`src/rtl/l2_responder_pkg.sv`:
```
// l2_responder_pkg: shared widths and payload types for the L2 line responder.
// Provides the 128-bit line type, the line-offset width and the latched
// request payload used by l2_responder.
package l2_responder_pkg;

  localparam int unsigned L2_ADDR_W      = 16;
  localparam int unsigned L2_OFFSET_W    = 4;
  localparam int unsigned L2_LINE_W      = 128;
  localparam int unsigned L2_LINE_ADDR_W = L2_ADDR_W - L2_OFFSET_W;
  localparam int unsigned L2_CNT_W       = 16;

  localparam logic [L2_CNT_W-1:0] L2_CNT_MAX = '1;

  typedef logic [L2_LINE_W-1:0] lc3b_l2_line;

  // Upstream request as captured in S_IDLE; the byte offset is not kept.
  typedef struct packed {
    logic                      write;
    logic [L2_LINE_ADDR_W-1:0] line;
    lc3b_l2_line               wdata;
  } l2_req_t;

endpackage

```
`src/rtl/l2_responder_array.sv`:
```
// l2_array: SETS-deep register array, synchronous write, combinational read.
// Ports: clk, reset (sync, active-high, clears contents only when HAS_RESET),
//        load (write enable), index, datain, dataout.
module l2_array #(
  parameter int unsigned SETS      = 8,
  parameter int unsigned WIDTH     = 1,
  parameter bit          HAS_RESET = 1'b0,
  localparam int unsigned IDX_W    = $clog2(SETS)
) (
  input  logic             clk,
  input  logic             reset,
  input  logic             load,
  input  logic [IDX_W-1:0] index,
  input  logic [WIDTH-1:0] datain,
  output logic [WIDTH-1:0] dataout
);

  logic [WIDTH-1:0] mem [SETS];

  // Storage update; only state arrays (valid/dirty) are cleared by reset.
  always_ff @(posedge clk) begin
    if (HAS_RESET && reset) begin
      for (int i = 0; i < SETS; i++) begin
        mem[i] <= '0;
      end
    end else if (load) begin
      mem[index] <= datain;
    end
  end

  assign dataout = mem[index];

endmodule

```
`src/rtl/l2_responder.sv`:
```
// l2_responder: direct-mapped, write-back, write-allocate store of 128-bit
// lines behind the arbitrated L1 port; physical memory is used only on a miss.
// Ports: clk; reset (sync, active-high); l2_mem_read/write/address/wdata in,
//        l2_mem_rdata/resp out (slave handshake); pmem_read/write/address/
//        wdata out, pmem_rdata/resp in (master handshake).
// Optional: define L2_PERF_CNT_EN to add saturating hit_count/miss_count.
module l2_responder
  import l2_responder_pkg::*;
#(
  parameter int unsigned SETS = 8
) (
  input  logic                 clk,
  input  logic                 reset,
  input  logic                 l2_mem_read,
  input  logic                 l2_mem_write,
  input  logic [L2_ADDR_W-1:0] l2_mem_address,
  input  logic [L2_LINE_W-1:0] l2_mem_wdata,
  output logic [L2_LINE_W-1:0] l2_mem_rdata,
  output logic                 l2_mem_resp,
  output logic                 pmem_read,
  output logic                 pmem_write,
  output logic [L2_ADDR_W-1:0] pmem_address,
  output logic [L2_LINE_W-1:0] pmem_wdata,
  input  logic [L2_LINE_W-1:0] pmem_rdata,
  input  logic                 pmem_resp
`ifdef L2_PERF_CNT_EN
  ,
  output logic [L2_CNT_W-1:0]  hit_count,
  output logic [L2_CNT_W-1:0]  miss_count
`endif
);

  localparam int unsigned IDX_W = $clog2(SETS);
  localparam int unsigned TAG_W = L2_LINE_ADDR_W - IDX_W;

  localparam logic [1:0] S_IDLE      = 2'd0;
  localparam logic [1:0] S_LOOKUP    = 2'd1;
  localparam logic [1:0] S_WRITEBACK = 2'd2;
  localparam logic [1:0] S_FILL      = 2'd3;

  logic [1:0]       state;
  logic [1:0]       state_next;
  l2_req_t          req;
  logic             accept;

  logic [IDX_W-1:0] idx;
  logic [TAG_W-1:0] req_tag;
  logic             hit;

  lc3b_l2_line      data_out;
  lc3b_l2_line      data_in;
  logic [TAG_W-1:0] tag_out;
  logic             valid_out;
  logic             dirty_out;
  logic             dirty_in;
  logic             data_load;
  logic             tag_load;
  logic             valid_load;
  logic             dirty_load;

  // Byte-offset bits carry no meaning for whole-line requests.
  logic addr_offset_unused;
  assign addr_offset_unused = ^l2_mem_address[L2_OFFSET_W-1:0];

  assign idx     = req.line[IDX_W-1:0];
  assign req_tag = req.line[L2_LINE_ADDR_W-1:IDX_W];
  assign hit     = valid_out && (tag_out == req_tag);

  // Array writes are blocked during reset so an abandoned fill never lands.
  l2_array #(.SETS(SETS), .WIDTH(L2_LINE_W), .HAS_RESET(1'b0)) u_data (
    .clk(clk), .reset(reset), .load(data_load && !reset),
    .index(idx), .datain(data_in), .dataout(data_out)
  );

  l2_array #(.SETS(SETS), .WIDTH(TAG_W), .HAS_RESET(1'b0)) u_tag (
    .clk(clk), .reset(reset), .load(tag_load && !reset),
    .index(idx), .datain(req_tag), .dataout(tag_out)
  );

  l2_array #(.SETS(SETS), .WIDTH(1), .HAS_RESET(1'b1)) u_valid (
    .clk(clk), .reset(reset), .load(valid_load && !reset),
    .index(idx), .datain(1'b1), .dataout(valid_out)
  );

  l2_array #(.SETS(SETS), .WIDTH(1), .HAS_RESET(1'b1)) u_dirty (
    .clk(clk), .reset(reset), .load(dirty_load && !reset),
    .index(idx), .datain(dirty_in), .dataout(dirty_out)
  );

  // State and request capture.
  always_ff @(posedge clk) begin
    if (reset) begin
      state <= S_IDLE;
      req   <= '0;
    end else begin
      state <= state_next;
      if (accept) begin
        req <= '{write: l2_mem_write,
                 line:  l2_mem_address[L2_ADDR_W-1:L2_OFFSET_W],
                 wdata: l2_mem_wdata};
      end
    end
  end

  // Next state, array updates and handshake outputs.
  always_comb begin
    state_next   = state;
    accept       = 1'b0;
    l2_mem_resp  = 1'b0;
    l2_mem_rdata = '0;
    pmem_read    = 1'b0;
    pmem_write   = 1'b0;
    pmem_address = '0;
    pmem_wdata   = '0;
    data_in      = pmem_rdata;
    data_load    = 1'b0;
    tag_load     = 1'b0;
    valid_load   = 1'b0;
    dirty_load   = 1'b0;
    dirty_in     = 1'b0;

    case (state)
      S_IDLE: begin
        if (l2_mem_read || l2_mem_write) begin
          accept     = 1'b1;
          state_next = S_LOOKUP;
        end
      end

      S_LOOKUP: begin
        if (hit) begin
          l2_mem_resp = 1'b1;
          state_next  = S_IDLE;
          if (req.write) begin
            data_in    = req.wdata;
            data_load  = 1'b1;
            dirty_in   = 1'b1;
            dirty_load = 1'b1;
          end else begin
            l2_mem_rdata = data_out;
          end
        end else if (valid_out && dirty_out) begin
          state_next = S_WRITEBACK;
        end else begin
          state_next = S_FILL;
        end
      end

      S_WRITEBACK: begin
        pmem_write   = 1'b1;
        pmem_address = {tag_out, idx, L2_OFFSET_W'(0)};
        pmem_wdata   = data_out;
        if (pmem_resp) begin
          dirty_load = 1'b1;
          state_next = S_FILL;
        end
      end

      S_FILL: begin
        pmem_read    = 1'b1;
        pmem_address = {req_tag, idx, L2_OFFSET_W'(0)};
        if (pmem_resp) begin
          data_load  = 1'b1;
          tag_load   = 1'b1;
          valid_load = 1'b1;
          dirty_load = 1'b1;
          state_next = S_LOOKUP;
        end
      end

      default: state_next = S_IDLE;
    endcase
  end

`ifdef L2_PERF_CNT_EN
  // retry marks the lookup that follows a fill so it is not counted again.
  logic retry;

  always_ff @(posedge clk) begin
    if (reset) begin
      retry      <= 1'b0;
      hit_count  <= '0;
      miss_count <= '0;
    end else begin
      if (state == S_FILL && pmem_resp) begin
        retry <= 1'b1;
      end else if (state == S_IDLE) begin
        retry <= 1'b0;
      end
      if (state == S_LOOKUP && !retry) begin
        if (hit) begin
          if (hit_count != L2_CNT_MAX) hit_count <= hit_count + L2_CNT_W'(1);
        end else begin
          if (miss_count != L2_CNT_MAX) miss_count <= miss_count + L2_CNT_W'(1);
        end
      end
    end
  end
`endif

endmodule

```
`config.mk`:
```
export PLATFORM = sky130hd
export DESIGN_NAME = l2_responder
export DESIGN_NICKNAME = d
export VERILOG_FILES = /design/src/rtl/l2_responder_pkg.sv /design/src/rtl/l2_responder_array.sv /design/src/rtl/l2_responder.sv
export SDC_FILE = /design/constraint.sdc
export NUM_CORES = 1
export LEC_CHECK = 0
export BUFFER_PORTS_ARGS = -buffer_cell sky130_fd_sc_hd__buf_2
export CORE_ASPECT_RATIO = 1.2
export CORE_MARGIN = 2
export CORE_UTILIZATION = 40
export CTS_CLUSTER_SIZE = 14
export DETAILED_ROUTE_END_ITERATION = 7
export GPL_ROUTABILITY_DRIVEN = 1
export PLACE_DENSITY = 0.56
export RECOVER_POWER = 50
export SYNTH_ARGS = -nofsm -noshare
export SYNTH_HDL_FRONTEND = slang
export SYNTH_SLANG_ARGS = --single-unit
```
`constraint.sdc`:
```
create_clock -name clk -period 25.4 [get_ports clk]
set_input_delay 5.08 -clock clk [delete_from_list [all_inputs] [get_ports clk]]
set_output_delay 5.08 -clock clk [all_outputs]
set_load 0.01 [all_outputs]
```
== After elaboration in Yosys (flattened, before gate mapping) ==
Memory sizes are Yosys's and may differ from the RTL's. A register that Yosys moved wholly into a read port is not among the register bits.
Cells that the tools add are included.

* Div/mod/pow operators: 0
* Equal/unequal tests: 7
* $mul: 0
* Add/sub/neg operators: 0
* Reduce and logical (&&, ||, !) cells: 12
* Shift operators: 0
* Mux-type cells: 52
* Bitwise logic cells: 0
* Order comparisons: 0

{| class="wikitable"
|+ Operator list
! kind !! count
|-
| $mux W128 || 7
|-
| $pmux W16 S2 || 1
|-
| $mux W3 || 10
|-
| $mux W1 || 27
|-
| $eq A9 B9 Y1 || 1
|-
| $mux W2 || 4
|-
| $pmux W2 S4 || 1
|-
| $ne A2 B2 Y1 const B || 3
|-
| $logic_and A1 B1 Y1 || 5
|-
| $eq A2 B2 Y1 const B || 2
|-
| $pmux W1 S2 || 2
|-
| $reduce_and A3 Y1 || 1
|-
| $eq A2 B1 Y1 const B || 1
|-
| $logic_not A2 Y1 || 1
|-
| $reduce_or A1 Y1 || 2
|-
| $reduce_or A2 Y1 || 1
|-
| $logic_not A1 Y1 || 1
|-
| $logic_or A1 B1 Y1 || 1
|}

* Memories kept: 4
* Bits in registers: 143
* Bits in writable memories: 1112
* Bits in read-only memories: 0
* Logic and storage cells: 79
* Bits in latches: 0
* Output and inout bits: 275

{| class="wikitable"
|+ Memory list
! memory !! words !! bits a word !! read ports !! clocked after memory_dff !! write ports !! RTL line !! RTL
|-
| u_data.mem || 8 || 128 || 1 || 1 || 1 || l2_responder_array.sv:18 || <nowiki>logic [WIDTH-1:0] mem [SETS];</nowiki>
|-
| u_tag.mem || 8 || 9 || 1 || 1 || 1 || l2_responder_array.sv:18 ||
|-
| u_dirty.mem || 8 || 1 || 1 || 1 || 8 || l2_responder_array.sv:18 ||
|-
| u_valid.mem || 8 || 1 || 1 || 1 || 8 || l2_responder_array.sv:18 ||
|}

== Logic depth before layout (Yosys ltp) ==
* Depth in word-level cells: 10
* Depth in mapped cells: 12
* Depth with buffers taken out: 8

== Modules after synthesis ==
From an unflattened synthesis, not the netlist that was laid out.

* Cell total of the unflattened synthesis: 3011
* Area total of the unflattened synthesis: 51456.9 µm²

{| class="wikitable"
|+ Modules (own cells, without submodules)
! module !! area an instance (µm²) !! cells each !! times used
|-
| l2_array (u_data) || 38699.6 || 1678 || 1
|-
| l2_responder || 8939.8 || 1109 || 1
|-
| l2_array (u_tag) || 2870.3 || 143 || 1
|-
| l2_array (u_dirty) || 479.2 || 40 || 1
|-
| l2_array (u_valid) || 467.9 || 41 || 1
|}

== Worst setup path after synthesis ==
Ideal clock, no wire load.

* Kind: input -> register
* From: in reset
* To: mem u_data.mem[0][0] in the netlist's numbering (enable)
* Path slack: 9.788 ns
* Data required time: 24.596 ns
* Arrival: 14.808 ns
* Cell stages on the path: 3
* Path through: clkbuf_1 clkbuf_1 a211oi_1

* Cells in the longest elaborated chain, start to end: 4

{| class="wikitable"
|+ RTL lines
! item !! RTL line !! RTL
|-
| start, declared || l2_responder.sv:13 || <nowiki>input logic reset,</nowiki>
|-
| $logic_not A1 Y1 || l2_responder.sv:71 || <nowiki>.clk(clk), .reset(reset), .load(data_load && !reset),</nowiki>
|-
| $logic_and A1 B1 Y1 || l2_responder.sv:71 ||
|-
| $mux W1 || l2_responder_array.sv:26 || <nowiki>end else if (load) begin</nowiki>
|-
| $mux W1 (implied by the code) || l2_responder_array.sv:27 || <nowiki>mem[index] <= datain;</nowiki>
|-
| end, declared || l2_responder_array.sv:18 ||
|}

Every way passes these cells.

==> flow_summary.yaml <==
run_status:
  status: "complete, but fails checks"
  violations: "max-capacitance violations, max-slew violations"
floorplan:
  die_area_um2: 128000
  core_um2: 125000
  ios: 552
  rows: 142
  start_util: 0.402
  die_w_um: 327
  fp.dieH_um: 391
clock_tree:
  clk_pin_slew_ps: 60
  clock_latency_ps: 740
  numCtsBuffers: 121
  clkSinkCount: 1258
  cts_resized: 0
  tritoncts: "built"
  cts_buffer_depth: 3
  cts_hold_buf: 0
  postCtsSetupRepairBufs: 0
  h-tree-depth: 3
  cts-root-buf: "clkbuf_16"
global_route:
  grt_max_degree: 116
  grt_overflow_total: 0
  antenna_found_initial: 7
  grt_pass1_wl_um: 175000
  grt_pass1_vias: 27168
  grtUsageTotal: 0.185
pwr:
  power_switching_mw: 1.16
  power_density_nw_per_um2: 80.5
  combPwrFrac: 0.129
  p_int_mw: 3.51
  p_clk_frac: 0.370
  p_seq_frac: 0.501
  leakagePower_nw: 19.5
  p_sw_frac: 0.248
  ir_drop_v: 0.0000588
yosys:
  synth_top_family_by_area: "multiplexers"
  synth_top_area_share: 0.663
  synth_mux_area_frac: 0.184
  syn_area_per_cell_um2: 17.8
  ys_seq_area_frac: 0.725
  synth_edf_count: 1104
  ys_types: 42
  netlist_area_um2: 50000
  netlist_instances: 2810
  yosys_warnings: 0
  synth-compound-area-share: 0.0216
  synth_async_sr_flop_share: 0
  ys.flop_type: "edfxtp_1"
  synth_xor_area_frac: 0.00123
  ys_top_cells_by_area: "edfxtp_1 (66%), mux4_2 (12%), dfxtp_1 (6.2%)"
  synth_fa_ha_area_frac: 0.00100
  ys_ff_latch: 1258
  synthSimpleGateAreaFrac: 0.0497
  synth_top_area_cell: "edfxtp_1"
drt:
  num_vias: 26730
  avgViaCountPerCell: 5.24
  drt_pre_antenna_iters: 5
  wirelength_um: 120000
  dr.first_iter.drc_count: 1852
  drc_errors: 0
  wl_per_cell_um: 23.4
  ant_nets: 0
cells_and_area:
  final_util: 0.466
  nets: 3619
  drive_above_1_share: 0.306
  area_growth_pct: 16.1
timing:
  finalClockSkew_ps: 30.5
  fin_tns_setup_ps: 0
  setup_viol: 0
  holdWs_ps: 448
  max_freq_ghz: 0.0681
  fin_crit_sh: 0.578
  fin_crit_ps: 14670
  hold_violations: 0
  maxSlewHeadroom: -1.86
  tightest_slew_ps: 4290
  rsz0062_at_grt: "no"
  slew_violations: 660
worst_setup_path:
  critPathCaptureType: "flip-flop"
  crit_fanout: 59
  r2r_slack_ps: 10730
  criticalPathCategory: "reg -> reg"
  startpoint_type: "flip-flop"
  cp.required_ps: 25750
  arrival_ps: 15020
placement:
  gp_congestion: 0.744
  port_buffers: 543
  dpl.hpwl_um: 69300
min_path:
  holdCritPathClass: "reg -> reg"
job:
  cap_viol_max_count: 18
-- cell families after synthesis --
| kind of cell | count (synthesis) |
|---|---|
| and+or+nand+nor | 598 |
| muxes | 547 |
| other | 1 |
| adders and majority gates | 4 |
| AOI/OAI and AO/OA | 193 |
| buffers and inverters | 202 |
| DFF | 1258 |
| xor gates and xnor gates | 7 |
-- cell usage after synthesis (4+ instances only) --
library cell	count
a21o_1	8
xnor2_1	7
clkbuf_1	109
a21oi_1	143
buf_1	29
buf_4	4
and2_1	4
buf_2	45
dfxtp_1	154
nand3_1	4
nor2_1	142
o22ai_1	4
nor3_1	136
o31ai_1	10
mux2_2	104
edfxtp_1	1104
buf_6	8
mux2_4	32
a211oi_1	9
ha_1	4
inv_1	6
o21ai_0	11
nand2_1	296
mux4_2	274
mux2i_1	136
-- through the flow --
step / std cells / setup WS (ps) / total power, mW / cell area (µm²)
2_1_floorplan: 2813 / 9790 / 2.79 / 50000
3_3_place_gp: 4871 / 15580 / 3.00 / 54600
3_5_place_dp: 4871 / 15530 / 3.00 / 54600
4_1_cts: 5097 / 14710 / 4.74 / 58400
5_1_grt: 5097 / 9540 / 4.86 / 58100
6_report: 5099 / 10730 / 4.67 / 58100
-- layout make-up --
class                   instances  area, µm²
fillers                     10816      66500
flip-flops and latches       1258      36200
multi-input cells            1353      12800
clock buffers                 154       3210
repair buffers                597       3120
well taps                    1656       2070
clock inverters                72        593
inverters                       7       31.3
diodes                          2       5.00
-- power groups by stage --
stage | combinational [mW] | sequential [mW] | clock (mW)
after detailed placement | 0.614 | 2.39 | 0
after floorplan | 0.435 | 2.36 | 0
final | 0.601 | 2.34 | 1.73
after global routing | 0.660 | 2.35 | 1.85
after global placement | 0.610 | 2.39 | 0
after CTS | 0.615 | 2.34 | 1.78
-- registers in the layout (all words and copies together), names as in the netlist, named ones only --
name and flops:
idx 3, req 138, state 2, u_data.mem 1024, u_dirty.mem 8, u_tag.mem 72
u_valid.mem 8
-- worst max-delay path, stage by stage (launching register included) --
cell and delay [ps]:
dfxtp_1 2550, clkbuf_1 2470, mux4_2 730, mux2i_1 260, xnor2_1 170, a2111oi_0 670
nand3_1 1660, clkbuf_1 1490, a211oi_1 2740, buf_4 800, buf_4 600
-- per-layer routing --
layer	vias to the layer above	GRT usage	wire length [µm]
met1	13864	0.248	51800
met3	129	0.0264	5180
met2	673	0.315	60300
met5	-	0	0
met4	0	0.0495	2220
li1	12064	-	-
-- worst paths after layout --
check | start | to | cells after the start
max | flip-flop | u_data.mem[0][47]$_DFFE_PP_ | 10
min | req[113]$_SDFFE_PP0P_ | req[113]$_SDFFE_PP0P_ | 2
max reg2reg | flip-flop | u_data.mem[0][47]$_DFFE_PP_ | 10
min reg2reg | req[113]$_SDFFE_PP0P_ | req[113]$_SDFFE_PP0P_ | 2
-- cells in the final DEF (no fill, tap or decap), drive strengths merged, types with 4 or more instances in the layout --
master / count
bufinv: 8
nor3: 137
clkinv: 59
nor2: 142
nand3: 4
ha: 4
edfxtp: 1104
clkbuf: 170
mux2i: 137
o22ai: 4
xnor2: 7
a21oi: 143
conb: 4
mux4: 274
inv: 8
o31ai: 10
o21ai: 12
a211oi: 9
buf: 581
mux2: 136
a21o: 8
clkinvlp: 4
nand2: 296
and2: 4
dfxtp: 154
No activity file was read; power rests on OpenSTA's default activity.
